--- config.mk ---
export PLATFORM = sky130hd
export DESIGN_NAME = uart_rx_ctrl
export DESIGN_NICKNAME = d
export VERILOG_FILES = /design/src/rtl/uart_rx_ctrl.sv
export SDC_FILE = /design/constraint.sdc
export NUM_CORES = 1
export LEC_CHECK = 0
export ABC_AREA = 1
export BUFFER_PORTS_ARGS = -buffer_cell sky130_fd_sc_hd__buf_2
export CORE_UTILIZATION = 28
export DETAILED_ROUTE_END_ITERATION = 12
export PLACE_DENSITY = 0.41
export SKIP_LAST_GASP = 1
export SLEW_MARGIN = 0
export SYNTH_ARGS = -nofsm -noshare
export SYNTH_HDL_FRONTEND = slang
export SYNTH_SLANG_ARGS = --single-unit
--- constraint.sdc ---
create_clock -name in_clk -period 1.5 [get_ports in_clk]
set_input_delay 0.3 -clock in_clk [delete_from_list [all_inputs] [get_ports in_clk]]
set_output_delay 0.3 -clock in_clk [all_outputs]
set_load 0.02 [all_outputs]
--- src/rtl/uart_rx_ctrl.sv ---
// UART receiver with a one-byte holding buffer and an arm/deliver handshake toward the protocol decoder.
// Optional even-parity support is enabled by defining UART_RX_PARITY_EN (default build is 8N1).
module uart_rx_ctrl #(
    parameter int unsigned UART_CLKS_PER_BIT = 868
) (
    input  logic       in_clk,
    input  logic       in_rst_n,
    input  logic       in_rx,
    input  logic       rx_trig,
    input  logic       in_err_clr,
    output logic [7:0] data_rx,
    output logic       rx_done,
    output logic       out_rx_frame_err,
    output logic       out_rx_overrun,
    output logic       out_rx_parity_err
);

    localparam int unsigned CNT_W    = $clog2(UART_CLKS_PER_BIT);
    localparam int unsigned HALF_BIT = UART_CLKS_PER_BIT / 2;
    localparam logic [CNT_W-1:0] HALF_LAST = CNT_W'(HALF_BIT - 1);
    localparam logic [CNT_W-1:0] BIT_LAST  = CNT_W'(UART_CLKS_PER_BIT - 1);

    typedef enum logic [2:0] {
        IDLE,
        START,
        DATA,
`ifdef UART_RX_PARITY_EN
        PARITY,
`endif
        STOP,
        WAIT_IDLE
    } state_t;

    state_t           state, state_nxt;
    logic             rx_meta, rx_sync;
    logic [CNT_W-1:0] cnt, cnt_nxt;
    logic [2:0]       bit_cnt, bit_nxt;
    logic [7:0]       shift, shift_nxt;
    logic             byte_ok;
    logic             frame_err_ev;
    logic             buf_valid;
    logic [7:0]       buf_data;
    logic             armed;
    logic             deliver;
`ifdef UART_RX_PARITY_EN
    logic             par_bad, par_bad_nxt;
    logic             par_err_ev;
`endif

    // Two-flop synchroniser; resets to the idle level so reset never looks like a start bit.
    always_ff @(posedge in_clk or negedge in_rst_n) begin
        if (!in_rst_n) begin
            rx_meta <= 1'b1;
            rx_sync <= 1'b1;
        end else begin
            rx_meta <= in_rx;
            rx_sync <= rx_meta;
        end
    end

    always_ff @(posedge in_clk or negedge in_rst_n) begin
        if (!in_rst_n) begin
            state <= IDLE;
        end else begin
            state <= state_nxt;
        end
    end

    // Next-state and bit-timing logic; all line samples use rx_sync.
    always_comb begin
        state_nxt    = state;
        cnt_nxt      = cnt + CNT_W'(1);
        bit_nxt      = bit_cnt;
        shift_nxt    = shift;
        byte_ok      = 1'b0;
        frame_err_ev = 1'b0;
`ifdef UART_RX_PARITY_EN
        par_bad_nxt  = par_bad;
        par_err_ev   = 1'b0;
`endif
        case (state)
            IDLE: begin
                cnt_nxt = '0;
                if (!rx_sync) begin
                    state_nxt = START;
                    bit_nxt   = '0;
`ifdef UART_RX_PARITY_EN
                    par_bad_nxt = 1'b0;
`endif
                end
            end
            START: begin
                if (cnt == HALF_LAST) begin
                    cnt_nxt   = '0;
                    state_nxt = rx_sync ? IDLE : DATA;
                end
            end
            DATA: begin
                if (cnt == BIT_LAST) begin
                    cnt_nxt   = '0;
                    shift_nxt = {rx_sync, shift[7:1]};
                    bit_nxt   = bit_cnt + 3'd1;
                    if (bit_cnt == 3'd7) begin
`ifdef UART_RX_PARITY_EN
                        state_nxt = PARITY;
`else
                        state_nxt = STOP;
`endif
                    end
                end
            end
`ifdef UART_RX_PARITY_EN
            PARITY: begin
                if (cnt == BIT_LAST) begin
                    cnt_nxt   = '0;
                    state_nxt = STOP;
                    if ((^shift) != rx_sync) begin
                        par_bad_nxt = 1'b1;
                        par_err_ev  = 1'b1;
                    end
                end
            end
`endif
            STOP: begin
                if (cnt == BIT_LAST) begin
                    cnt_nxt = '0;
                    if (rx_sync) begin
                        state_nxt = IDLE;
`ifdef UART_RX_PARITY_EN
                        byte_ok   = !par_bad;
`else
                        byte_ok   = 1'b1;
`endif
                    end else begin
                        state_nxt    = WAIT_IDLE;
                        frame_err_ev = 1'b1;
                    end
                end
            end
            WAIT_IDLE: begin
                cnt_nxt = '0;
                if (rx_sync) begin
                    state_nxt = IDLE;
                end
            end
            default: begin
                state_nxt = IDLE;
                cnt_nxt   = '0;
            end
        endcase
    end

    always_ff @(posedge in_clk or negedge in_rst_n) begin
        if (!in_rst_n) begin
            cnt     <= '0;
            bit_cnt <= '0;
            shift   <= '0;
`ifdef UART_RX_PARITY_EN
            par_bad <= 1'b0;
`endif
        end else begin
            cnt     <= cnt_nxt;
            bit_cnt <= bit_nxt;
            shift   <= shift_nxt;
`ifdef UART_RX_PARITY_EN
            par_bad <= par_bad_nxt;
`endif
        end
    end

    // A trigger in the same cycle counts as armed; it is consumed unless armed was already set.
    assign deliver = buf_valid && (armed || rx_trig);

    always_ff @(posedge in_clk or negedge in_rst_n) begin
        if (!in_rst_n) begin
            buf_valid <= 1'b0;
            buf_data  <= '0;
            armed     <= 1'b1;
            data_rx   <= '0;
            rx_done   <= 1'b0;
        end else begin
            rx_done <= deliver;
            if (deliver) begin
                data_rx   <= buf_data;
                buf_valid <= 1'b0;
                armed     <= armed && rx_trig;
            end else begin
                if (rx_trig) begin
                    armed <= 1'b1;
                end
                if (byte_ok && !buf_valid) begin
                    buf_valid <= 1'b1;
                    buf_data  <= shift;
                end
            end
        end
    end

    // Sticky flags: a same-cycle error event wins over the clear.
    always_ff @(posedge in_clk or negedge in_rst_n) begin
        if (!in_rst_n) begin
            out_rx_frame_err <= 1'b0;
            out_rx_overrun   <= 1'b0;
        end else begin
            if (frame_err_ev) begin
                out_rx_frame_err <= 1'b1;
            end else if (in_err_clr) begin
                out_rx_frame_err <= 1'b0;
            end
            if (byte_ok && buf_valid) begin
                out_rx_overrun <= 1'b1;
            end else if (in_err_clr) begin
                out_rx_overrun <= 1'b0;
            end
        end
    end

`ifdef UART_RX_PARITY_EN
    always_ff @(posedge in_clk or negedge in_rst_n) begin
        if (!in_rst_n) begin
            out_rx_parity_err <= 1'b0;
        end else if (par_err_ev) begin
            out_rx_parity_err <= 1'b1;
        end else if (in_err_clr) begin
            out_rx_parity_err <= 1'b0;
        end
    end
`else
    assign out_rx_parity_err = 1'b0;
`endif

endmodule

Yosys cells after proc, flatten, opt, wreduce, memory -nomap -nowiden
Cells that the tools add are included.
- register bits after elaboration: 47
- input bits: 5
- output and inout port bits: 12
- logic and storage cells: 74
- $add $sub $neg: 2
- equal/unequal tests: 13
- muxes and demuxes: 28
- bitwise logic cells: 1
- reduce and logical (&&, ||, !) cells: 17
- operator list (cell ; number):
    two-way mux 3 bit ; 9
    two-way mux 10 bit ; 2
    case mux 10 bit (2 select lines) ; 1
    case mux 3 bit (5 select lines) ; 1
    two-way mux 1 bit ; 13
    != test 2 bit (second input constant) ; 6
    adder 10 x 1 -> 10 bit (second input constant) ; 1
    equality test 10 bit (second input constant) ; 1
    equality test 10 x 9 -> 1 bit (second input constant) ; 1
    nonzero test 2 bit ; 5
    equality test 3 x 2 -> 1 bit (second input constant) ; 2
    equality test 3 bit (second input constant) ; 2
    case mux 3 bit (2 select lines) ; 1
    AND reduction 6 bit ; 1
    logical AND 1 bit ; 4
    AND reduction 2 bit ; 2
    adder 3 x 1 -> 3 bit (second input constant) ; 1
    equality test 3 x 1 -> 1 bit (second input constant) ; 1
    logical NOT 3 bit ; 1
    AND reduction 3 bit ; 1
    two-way mux 2 bit ; 1
    OR reduction 2 bit ; 1
    logical NOT 1 bit ; 1
    logical OR 1 bit ; 1
    inverter 1 bit ; 1

Logic depth before layout (Yosys ltp)
- depth after elaboration: 6
- mapped depth: 9
- mapped depth without buffers: 9

Worst setup path after synthesis
OpenSTA, ideal clock, no wires.
- path kind: register -> register
- start point: reg cnt[0]
- end point: reg buf_data[6]
- library setup time: 0.117 ns
- data arrival time: 1.245 ns
- data required time: 1.383 ns
- setup slack: 0.138 ns
- cell stages (with the launch flop): 8
- path buffers: 1
- clock period less this slack: 1.362 ns
- path through: dfrtp_1 > ha_1 > nand3b_4 > nor2_8 > nand3_4 > buf_6 > nand2_2 > o21ai_2
- longest elaborated chain between the ends: 5
- ends and longest elaborated chain (what ; line ; text):
    from (decl) ; 36 ; logic [CNT_W-1:0] cnt, cnt_nxt;
    from (signal assigned) ; 162 ; cnt <= cnt_nxt;
    equality test 10 bit ; 125 ; if (cnt == BIT_LAST) begin
    two-way mux 1 bit ; 125 ;
    two-way mux 1 bit ; 81 ; case (state)
    logical AND 1 bit ; 191 ; if (byte_ok && !buf_valid) begin
    AND reduction 2 bit (no source line) ; -- ;
    to (signal assigned) ; 193 ; buf_data <= shift;
    to (decl) ; 42 ; logic [7:0] buf_data;
Every way passes these cells.
A chain may end at the register's enable or synchronous reset.

Final worst setup path
- start point: reg cnt[4]
- end point: reg bit_cnt[0]
- longest elaborated chain between the ends: 3
- ends and longest elaborated chain (what ; line ; text):
    equality test 10 bit ; 99 ; if (cnt == BIT_LAST) begin
    != test 2 bit (no source line) ; -- ;
    AND reduction 3 bit (no source line) ; -- ;
    to (signal assigned) ; 163 ; bit_cnt <= bit_nxt;
    to (decl) ; 37 ; logic [2:0] bit_cnt, bit_nxt;
Every way passes these cells.

==> summary.md <==
| Metric | Value |
|---|---|
| Clock root cell | clkbuf_8 |
| Worst Hold Class | in -> reg |
| Vias in the first global route | approximately 1,500 |
| Wl on met1 | 2270 um |
| RSZ-0062 raised after global routing | true |
| Finished Layout Cells | ~380 |
| Final period utilization | 0.930 |
| Initial antenna violation count | 0 |
| Largest net degree at the start of global routing | 25 |
| Share of post-route cells with drive strength above 1 | 0.227 |
| Placed insts | approximately 370 |
| Crit Path Class | reg -> reg |
| # rows | 31 |
| Design Area, Final | 2640 um^2 |
| Ports | 17 |
| Port Buf Inserts | 15 |
| Vias per cell | 4.26 |
| DRT iter0 DRCs | 37 |
| First-pass GRT wire length | between 7000 and 8000 um |
| Max-cap violation count | 0 |
| Async SR Flop Fraction | 1.00 |
| Power per cell area | roughly 870 nW/um^2 |
| Setup violators final | 0 |
| Synth-to-Final Area Change | 20.0% |
| Dominant synthesized flop cell | dfrtp_1 |
| Area after DPL | approximately 2500 um^2 |
| DP Wirelength | 3150 um |
| Crit path DAT | 1580 ps |
| Syn Std Cell Area | about 2200 um^2 |
| Post-route ant nets | 0 |
| Post-synthesis area per instance | just under 9 um^2 |
| Max frequency | around 0.7 GHz |
| Residual DRC | 0 |
| CTS Buffer Depth | 2 |
| Die Wd | approximately 90 um |
| Max H-tree Level | 2 |
| Max layer used | met4 |
| Final Wtd Congestion | about 0.74 |
| Outcome | finished clean |
| CTS Sinks | 47 |
| Sequential share of the synthesized area | 0.536 |
| All-Layer GR Usage | 0.111 |
| Wire length per cell | between 10 and 15 um |
| Leading area contributor after synthesis | dfrtp_1 |
| Clock Pin Slew Worst Setup and Hold Paths | ~100 ps |
| Number of CTS-inserted buffers | 5 |
| Number of synthesized flops with an enable pin | 0 |
| Skew final | around 13 ps |
| Yosys reg bits | 47 |
| Core area | around 7400 um^2 |
| CTS tree | built |
| Die Y-Extent | ~91 um |
| Final hold vios | 0 |
| # diodes | 0 |
| Worst skew pair latency | 310 ps |
| Max-slew violations | 0 |
| Setup tns final | 0 ps |
| Crit path launch type | flop |
| Synth top area cells | dfrtp_1 50%, nand2_1 13%, inv_1 4.6% |
| Mapped Cells | about 250 |
| First-pass iteration count of the detailed router | 4 |
| Initial core utilization | 0.297 |
| Final Net Count | 285 |
| Worst EP required | about 1700 ps |
| Critical Path Sink Type | flop |
| Length of routed met2 wiring | approximately 1900 um |
| Synth top cells by count | 74 x nand2_1, 44 x dfrtp_1, 27 x inv_1 |
| Tmin final | about 1400 ps |
| P_leak | roughly 1.4 nW |
| Metal3 WL | around 120 um |
| Synth top area share | 0.501 |
| CP max FO | 20 |
| Most numerous cell in the Yosys netlist | nand2_1 |
| Post-Syn Nets | between 200 and 300 |
| DRT Wirelength | 4320 um |
| Design Power | roughly 2.3 mW |
| Die area | 8210 um^2 |
| YS warnings | 0 |
| Gr ovfl total | 0 |
| Yosys cell types | 29 |
| Max rail drop VDD | ~320 uV |
| Total number of vias | ~1,600 |
## layout by cell type, fill, tap and decap left out
cell type	n
nor2_4	2
inv_2	1
nor2_2	1
ha_1	3
buf_4	11
nor2_1	13
dlygate4sd3_1	1
clkinv_4	1
dfstp_2	3
a21oi_1	9
inv_6	1
xor2_1	3
nand3b_4	1
nand4_1	3
buf_2	15
inv_1	27
nand3_1	19
clkbuf_8	5
nand2_2	3
nor2_8	1
dfrtp_2	1
nand2_1	73
nand2_4	1
xnor2_1	1
o21ai_1	7
ha_4	1
nand3b_1	1
nor3_1	2
buf_12	2
o21ai_0	7
bufinv_16	1
dfrtp_1	43
conb_1	1
a22oi_1	1
o21ai_2	8
clkinv_2	1
nand3_4	3
## cell families after synthesis
| group | share of synthesized area |
|---|---|
| adders and majority gates | 0.0228 |
| other | 0.00170 |
| buffers and inverters | 0.0751 |
| xor gates and xnor gates | 0.0159 |
| AOI/OAI and AO/OA | 0.0876 |
| DFF | 0.536 |
| and+or+nand+nor | 0.261 |
## metrics by stage
step | hold WS, ps | utilization | setup WS [ps]
2_1_floorplan | 4.41 | - | 138
3_3_place_gp | 259 | 0.332 | 38.8
3_5_place_dp | 259 | 0.332 | 6.64
4_1_cts | 76.4 | 0.349 | -6.39
5_1_grt | 71.8 | 0.356 | -17.7
6_report | 91.0 | 0.356 | 105
## final cells by class
| type | instances | area [um^2] |
|---|---|---|
| clock buffers | 5 | 68.8 |
| clock inverters | 3 | 47.5 |
| fillers | 773 | 4770 |
| inverters | 29 | 110 |
| multi-input cells | 164 | 900 |
| flip-flops and latches | 47 | 1180 |
| well taps | 99 | 124 |
| repair buffers | 29 | 208 |
## what timing repair did
action                     in CTS  in global routing
setup buffers                   0                  1
gates resized for setup         0                  8
hold endpoints to repair       13                  0
setup endpoints to repair       1                 31
gates cloned                    0                  1
hold buffers                    1                  0
## worst max-delay path, stage by stage (launching register included)
cell      delay [ps]
dfrtp_1          450
inv_1            180
nand3b_4         120
nor2_8           190
nand2_4          160
nand3_1          100
o21ai_0           80
## report_power, final
part           internal [mW]  switching [mW]  total [mW]
registers               1.27        0.000930        1.27
clock network          0.506           0.466       0.972
logic                 0.0154          0.0350      0.0504
total                   1.79           0.502        2.29
## sequential cells by signal, indices dropped and copies added, names as in the netlist, 3 cells and up
name,flops
state,3
data_rx,8
buf_data,8
shift,8
cnt,10
bit_cnt,3
## worst paths after layout
| check | start | to | slack, ps | cells past startpoint |
|---|---|---|---|---|
| hold / removal | in_rx | rx_meta | 90 | 1 |
| setup reg to reg | cnt[4] | bit_cnt[0] | 110 | 6 |
| max in group asynchronous | in_rst_n | armed | 510 | 3 |
| setup / recovery | cnt[4] | bit_cnt[0] | 110 | 6 |
| hold reg to reg | rx_meta | rx_sync | 360 | 0 |
| min in group asynchronous | in_rst_n | cnt[3] | 440 | 2 |
## per-layer routing
metal | vias to the layer above | track usage
li1 | 837 | -
met1 | 742 | 0.159
met2 | 18 | 0.164
met3 | 5 | 0.0295
met4 | 0 | 0.0323
met5 | - | 0
Power figures use the tool's default switching activity.
